`config.mk`:
```
export PLATFORM = sky130hd
export DESIGN_NAME = multicore_registerfile
export DESIGN_NICKNAME = d
export VERILOG_FILES = /design/src/rtl/registerfile_pkg.sv /design/src/rtl/multicore_registerfile_regbank.sv /design/src/rtl/multicore_registerfile.sv
export SDC_FILE = /design/constraint.sdc
export NUM_CORES = 2
export LEC_CHECK = 0
export BUFFER_PORTS_ARGS = -buffer_cell sky130_fd_sc_hd__buf_2
export CELL_PAD_IN_SITES_DETAIL_PLACEMENT = 0
export CELL_PAD_IN_SITES_GLOBAL_PLACEMENT = 1
export CORE_ASPECT_RATIO = 1.1
export CORE_MARGIN = 2
export CORE_UTILIZATION = 47
export CTS_CLUSTER_DIAMETER = 30
export DETAILED_ROUTE_END_ITERATION = 8
export PLACE_DENSITY_LB_ADDON = 0.1
export SLEW_MARGIN = 15
export SYNTH_ARGS = -nofsm -noshare
export SYNTH_HDL_FRONTEND = slang
export SYNTH_HIERARCHICAL = 1
export SYNTH_SLANG_ARGS = --single-unit
```
`constraint.sdc`:
```
create_clock -name clk -period 2.4 [get_ports clk]
set_input_delay 0.36 -clock clk [delete_from_list [all_inputs] [get_ports clk]]
set_output_delay 0.36 -clock clk [all_outputs]
set_load 0.1 [all_outputs]
```
`src/rtl/registerfile_pkg.sv`:
```
// Shared constants and address helpers for the multi-core register file.
package registerfile_pkg;
  localparam int DEFAULT_WIDTH = 32;
  localparam int DEFAULT_DEPTH = 32;

  function automatic int addr_width(input int d);
    return (d < 2) ? 1 : $clog2(d);
  endfunction

  // The shared window occupies the top `shared` addresses.
  function automatic logic is_shared(input int unsigned addr, input int depth, input int shared);
    return (shared > 0) && (addr >= unsigned'(depth - shared));
  endfunction
endpackage

```
`src/rtl/multicore_registerfile_regbank.sv`:
```
// One private register bank: two bypassed combinational reads, one clocked write, r0 tied to zero.
module regbank import registerfile_pkg::*; #(
  parameter int width = DEFAULT_WIDTH,
  parameter int depth = DEFAULT_DEPTH,
  localparam int AW = addr_width(depth)
) (
  input  logic             clk,
  input  logic             reset_n,
  input  logic             write_enable,
  input  logic [AW-1:0]    write_address,
  input  logic [width-1:0] write_data,
  input  logic [AW-1:0]    read_address_1,
  input  logic [AW-1:0]    read_address_2,
  output logic [width-1:0] read_data_1,
  output logic [width-1:0] read_data_2
);
  logic [width-1:0] mem [depth];
  logic             commit;

  assign commit = write_enable && (write_address != '0);

  always_ff @(posedge clk or negedge reset_n) begin
    if (!reset_n) begin
      for (int i = 0; i < depth; i++) mem[i] <= '0;
    end else if (commit) begin
      mem[write_address] <= write_data;
    end
  end

  // Bypass is masked during reset so every read returns zero while reset_n is low.
  function automatic logic [width-1:0] rd(input logic [AW-1:0] a);
    if (a == '0) return '0;
    if (reset_n && commit && (a == write_address)) return write_data;
    return mem[a];
  endfunction

  always_comb begin
    read_data_1 = rd(read_address_1);
    read_data_2 = rd(read_address_2);
  end
endmodule

```
`src/rtl/multicore_registerfile.sv`:
```
// Per-core private banks plus a shared window with fixed-priority (lowest core wins) write arbitration.
module multicore_registerfile import registerfile_pkg::*; #(
  parameter int cores  = 1,
  parameter int width  = DEFAULT_WIDTH,
  parameter int depth  = DEFAULT_DEPTH,
  parameter int shared = 0,
  localparam int AW = addr_width(depth)
) (
  input  logic                         clk,
  input  logic                         reset_n,
  input  logic [cores-1:0]             write_enable,
  input  logic [cores-1:0][AW-1:0]     write_address,
  input  logic [cores-1:0][width-1:0]  write_data,
  input  logic [cores-1:0][AW-1:0]     read_address_1,
  input  logic [cores-1:0][AW-1:0]     read_address_2,
  output logic [cores-1:0][width-1:0]  read_data_1,
  output logic [cores-1:0][width-1:0]  read_data_2,
  output logic [cores-1:0]             write_conflict
);
  logic [cores-1:0]            sh_req, priv_we;
  logic [cores-1:0][width-1:0] bank_rd_1, bank_rd_2;
  logic [depth-1:0]            sh_we;
  logic [depth-1:0][width-1:0] sh_wd;
  logic [width-1:0]            sh_mem [depth];

  always_comb begin
    for (int c = 0; c < cores; c++) begin
      sh_req[c]  = write_enable[c] &&  is_shared(32'(write_address[c]), depth, shared);
      priv_we[c] = write_enable[c] && !is_shared(32'(write_address[c]), depth, shared);
    end
  end

  for (genvar c = 0; c < cores; c++) begin : g_bank
    regbank #(.width(width), .depth(depth)) u_bank (
      .clk            (clk),
      .reset_n        (reset_n),
      .write_enable   (priv_we[c]),
      .write_address  (write_address[c]),
      .write_data     (write_data[c]),
      .read_address_1 (read_address_1[c]),
      .read_address_2 (read_address_2[c]),
      .read_data_1    (bank_rd_1[c]),
      .read_data_2    (bank_rd_2[c])
    );
  end

  // Walk from the highest core down so the lowest requester overwrites last and wins.
  always_comb begin
    sh_we = '0;
    sh_wd = '0;
    for (int c = cores - 1; c >= 0; c--) begin
      if (sh_req[c]) begin
        sh_we[write_address[c]] = 1'b1;
        sh_wd[write_address[c]] = write_data[c];
      end
    end
  end

  always_ff @(posedge clk or negedge reset_n) begin
    if (!reset_n) begin
      for (int i = 0; i < depth; i++) sh_mem[i] <= '0;
    end else begin
      for (int i = 0; i < depth; i++) if (sh_we[i]) sh_mem[i] <= sh_wd[i];
    end
  end

  function automatic logic [width-1:0] sh_rd(input logic [AW-1:0] a);
    return (reset_n && sh_we[a]) ? sh_wd[a] : sh_mem[a];
  endfunction

  always_comb begin
    for (int c = 0; c < cores; c++) begin
      read_data_1[c] = is_shared(32'(read_address_1[c]), depth, shared) ? sh_rd(read_address_1[c]) : bank_rd_1[c];
      read_data_2[c] = is_shared(32'(read_address_2[c]), depth, shared) ? sh_rd(read_address_2[c]) : bank_rd_2[c];
    end
  end

  if (cores == 1) begin : g_single
    assign write_conflict = '0;
  end else begin : g_arb
    logic [cores-1:0] lose;

    // A core loses when any lower-index core targets the same shared address this cycle.
    always_comb begin
      lose = '0;
      for (int c = 1; c < cores; c++)
        for (int j = 0; j < c; j++)
          if (sh_req[c] && sh_req[j] && (write_address[c] == write_address[j])) lose[c] = 1'b1;
    end

    always_ff @(posedge clk or negedge reset_n) begin
      if (!reset_n) write_conflict <= '0;
      else          write_conflict <= lose;
    end
  end
endmodule

```
; ---- Yosys cells after proc, flatten, opt, wreduce, memory -nomap -nowiden
; Cells that the tools add are included.
[word_totals]
out_inout_bits = 65
wordCells = 72
reg_bits = 1024
in_bits = 50
[op_classes]
reduce_logical = 8
order_cmp = 4
bitwise = 3
eq_ne = 2
mux = 23
[op_table]
columns = op, count
row1 = bitwise mux 1024 bit, 1
row2 = two-way mux 32 bit, 13
row3 = binary-select mux 32 bit (select 5 bit), 2
row4 = demux 32 bit (select 5 bit), 1
row5 = ">= comparator 6 bit, second input constant", 3
row6 = inverter 5 -> 6 bit, 3
row7 = == test 5 bit, 2
row8 = zero test 5 bit, 2
row9 = "< comparator 6 x 1 -> 1 bit, second input constant", 1
row10 = two-way mux 1 bit, 6
row11 = logical AND 1 bit, 5
row12 = nonzero test 5 bit, 1

; ---- Depth between registers and ports, before layout
[logic_depth]
ltp_word = 8
mapped_depth = 9
ltp_nobuf = 5

; ---- Modules after synthesis
; Netlist, hierarchy kept.
[modules_own_cells]
columns = module, n_inst, cells_each, seq_area_each_um2, area_each_um2
row1 = regbank, 1, 3977, 25624.6, 55645.9
row2 = multicore_registerfile, 1, 2, 0.0, 11.3

; ---- Worst setup path before layout
; OpenSTA, ideal clock, no wires.
[synth_path]
kind = input port to output port
startpoint = input port read_address_2[0] in the netlist's numbering
endpoint = output port read_data_2[11] in the netlist's numbering
path_buffers = 4
setup_slack_ps = -1812
arrival_ps = 3852
cell_stages = 9
required_ps = 2040
path_cell_list = buf_4 > buf_12 > buf_12 > buf_12 > mux2i_1 > a221o_1 > nor3_1 > nor3_1 > a211oi_1
[synth_lines]
columns = element, line
row1 = from (decl), multicore_registerfile.sv:15  ; input logic [cores-1:0][AW-1:0] read_address_2,
row2 = to (decl), multicore_registerfile.sv:17  ; output logic [cores-1:0][width-1:0] read_data_2,

==> results_dict.tcl <==
set metrics [dict create \
    status "finished, violations left" \
    violations "setup timing" \
    htree_levels 4 \
    grt_first_pass_wirelength_um 305000 \
    io_buffers 113 \
    dieArea_um2 121000 \
    synthArstFlopShare_pct 100 \
    regMostFlops "g_bank.u_bank/mem" \
    syn_nets 4029 \
    internal_power_mw 50.6 \
    cp.required_ns 2.04 \
    ys_warn_count 6 \
    drc 0 \
    tritoncts "built" \
    ys_seq_area_share_pct 46.0 \
    hold_class "in2reg" \
    dp_hpwl_um 137000 \
    layout-drive-gt1-share_pct 64.0 \
    n_fill_cell 8541 \
    pwr-share-clk_pct 46.6 \
    fp.dieH_um 365 \
    viasPerCell 6.50 \
    io_pins 115 \
    drt.antenna.violating_nets 0 \
    end_kind "primary output" \
    ys.flop_type "dfrtp_1" \
    rsz0062_at_grt "yes" \
    worstRegToRegCells 2 \
    ys_ff_latch 1024 \
    switchingPower_mw 19.5 \
    synth_edf_count 0 \
    syn-mean-instance-area_um2 14.0 \
    drt_wl_total_um 210000 \
    powerDensity_nw_per_um2 943 \
    r2r-end "g_bank[0].u_bank/mem[14]" \
    p_seq_share_pct 32.8 \
    fin_crit_sh_pct 127 \
    r2r_start "g_bank[0].u_bank/mem[14]" \
    max_freq_ghz 0.328 \
    clockBufferDepth 3 \
    fin_ws_ns -0.651 \
    slew_viol_final 0 \
    final.min_clock_period_ns 3.05 \
    slew_headroom_pct 26.8 \
    setup_viol 64 \
    start_util_pct 47.3 \
    rows 132 \
    critical_path_class "reg2out" \
    largest_reg_flops 1024 \
    cts_buffers 224 \
    startpoint "g_bank[0].u_bank/mem[137]" \
    area_delta_synth_final_pct 33.7 \
    final_cells 6180 \
    grt_pass1_vias 43400 \
    grt_remaining_overflow 0 \
    combPwrFrac_pct 20.6 \
    power_mw 70.2 \
    arrival_ns 2.69 \
    hold_violations 0 \
    cts_root_buf "clkbuf_16" \
    register_area_um2 25600 \
    dr.first_iter.drc_count 3211 \
    clk_pin_slew_ns 0.05 \
    via_count 40200 \
    tightest_slew_ns 1.10 \
    r2r_slack_ns 1.50 \
    worst_skew_pair.late_latency_ns 0.81 \
    p_sw_share_pct 27.9 \
    die_x_um 332 \
    dp_cells 5750 \
    reg.largest.list "g_bank.u_bank/mem (1024)" \
    routedWlPerCell_um 34.0 \
    gp_congestion 0.876 \
    skew_ns 0 \
    synthDistinctLibCells 52 \
    worstPathMaxFanout 3 \
    critPathCapture "read_data_2[9]" \
    multiInputGateArea_um2 30700 \
    grt_antenna_before_repair 1 \
    synth_area_um2 55700 \
    p_leak_nw 32.2 \
    ir_drop_v 0.000755 \
    grt.total_usage_pct 34.9 \
    start_kind "flop" \
    clock_sinks 1024 \
    synthCells 3979 \
    first_pass_iters 5 \
    core_um2 118000 \
    fin_nets 4484 \
    maxCapViolCount 0 \
    grt_max_degree 171 \
]
==> worst max-delay path, cell delays in order (launching register included) <==
cell and delay (ns):
dfrtp_1 0.39, mux4_2 0.50, mux2i_2 0.22, a211oi_2 0.13
a211oi_4 0.23, buf_4 0.17, a211oi_4 0.04, buf_12 0.18
==> timing repair <==
action / 4_1_cts / 5_1_grt
pin swaps: 163 / 88
resized for setup: 223 / 62
hold buffers: 2 / 0
endpoints found under the hold margin: 180 / 0
setup buffers: 21 / 19
endpoints found under the setup margin: 64 / 64
==> logic make-up (layout without fill, tap and decap cells) <==
logic type | Yosys count | count (layout) | share of synthesized area (%)
DFF | 1024 | 1024 | 46.0
muxes | 1699 | 1699 | 40.7
buffers and inverters | 455 | 1103 | 4.31
and+or+nand+nor | 381 | 381 | 3.20
xor gates and xnor gates | 10 | 10 | 0.157
other | 1 | 13 | 0.00674
AOI/OAI and AO/OA | 409 | 409 | 5.61
==> layer usage <==
layer  global-route usage [%]  routed length, um  part of all wire (%)
met1                     45.9              84900                    40
met2                     54.8              97800                    47
met3                     7.73              16400                   7.8
met4                     17.4              10600                   5.0
met5                     1.50                252                  0.12
==> metrics by stage <==
stage	utilization (%)	hold WS (ns)	worst slack, ns	setup TNS [ns]	instance area [um2]
3_3_place_gp	55.0	0.384	-1.12	-34.24	64700
5_1_grt	63.3	0.166	-0.719	-36.30	74400
3_5_place_dp	55.0	0.389	-0.865	-33.13	64700
2_1_floorplan	-	0.0644	-0.336	-17.92	57100
6_report	63.3	0.177	-0.651	-31.89	74400
4_1_cts	62.9	0.122	-0.750	-35.61	73900
==> power groups by stage <==
stage	logic (mW)	clock network [mW]	registers (mW)
after floorplan	9.49	0	22.3
after global placement	13.2	0	22.8
after detailed placement	13.6	0	23.2
after CTS	14.3	33.0	23.0
after global routing	15.2	34.0	23.5
final	14.4	32.7	23.0
==> synth_stat cells (3+ instances only) <==
cell	instances	area, um2
a2111oi_0	3	26.3
a211o_1	5	43.8
a211oi_1	83	623
a211oi_2	4	50.1
a21oi_1	9	45.0
a221o_1	43	430
a221oi_1	19	166
a22o_1	19	166
a22oi_1	6	45.0
buf_1	49	184
buf_12	8	160
buf_2	118	591
buf_4	55	413
buf_6	18	203
buf_8	6	90.1
clkbuf_1	200	751
dfrtp_1	1024	25600
mux2_2	1161	13100
mux2i_1	204	2040
mux4_2	333	7500
nand2_1	33	124
nand2b_1	8	50.1
nand3_1	6	30.0
nand3b_1	6	45.0
nor2_1	156	586
nor2b_1	8	50.1
nor3_1	135	676
nor3b_1	6	45.0
nor4_1	8	50.1
o21a_1	19	143
o21ai_0	25	125
o221ai_1	62	543
o22ai_1	105	657
or2_2	3	18.8
or3b_2	3	26.3
xnor2_1	10	87.6
==> area by class of cell <==
cell class                      count  area share [%]
Multi-Input combinational cell   2500            41.2
Timing Repair Buffer              684            10.8
Clock buffer                      273            8.23
Antenna cell                       12          0.0403
Tap cell                         1541            2.59
Sequential cell                  1024            34.4
Clock inverter                    146            2.65
==> layout by cell type (no fill, tap or decap), types with 18 or more instances in the layout <==
master | netlist | routed
bufinv_16 | 0 | 39
mux4_2 | 333 | 334
o221ai_1 | 62 | 57
o21a_1 | 19 | 19
dfrtp_1 | 1024 | 1024
clkbuf_16 | 0 | 227
buf_6 | 18 | 19
nor2_1 | 156 | 132
nor2_4 | 0 | 18
o22ai_4 | 0 | 34
o22ai_1 | 105 | 21
a22o_1 | 19 | 19
clkbuf_8 | 0 | 27
inv_6 | 0 | 19
clkinv_4 | 0 | 19
mux2_2 | 1161 | 1160
mux2i_1 | 204 | 195
buf_12 | 8 | 228
a221o_1 | 43 | 43
a211oi_4 | 0 | 67
clkinv_2 | 0 | 36
nor3_4 | 0 | 46
clkinvlp_4 | 0 | 28
buf_4 | 55 | 385
buf_2 | 118 | 41
nand2_2 | 0 | 18
clkbuf_1 | 200 | 19
nor3_2 | 2 | 79
o22ai_2 | 0 | 50
==> how the worst min path moves through the flow <==
| stage | from | to | slack [ns] | cells past startpoint |
|---|---|---|---|---|
| 2_1_floorplan | reset_n | g_bank[0].u_bank/mem[0] | 0.06 | 0 |
| 3_3_place_gp | g_bank[0].u_bank/mem[1020] | g_bank[0].u_bank/mem[1020] | 0.38 | 0 |
| 3_5_place_dp | g_bank[0].u_bank/mem[1003] | g_bank[0].u_bank/mem[1003] | 0.39 | 0 |
| 4_1_cts | write_data[5] | g_bank[0].u_bank/mem[581] | 0.12 | 2 |
| 5_1_grt | write_data[5] | g_bank[0].u_bank/mem[389] | 0.17 | 2 |
| 6_report | write_data[5] | g_bank[0].u_bank/mem[581] | 0.18 | 2 |
Note: power is estimated with default switching activity, not from simulation.
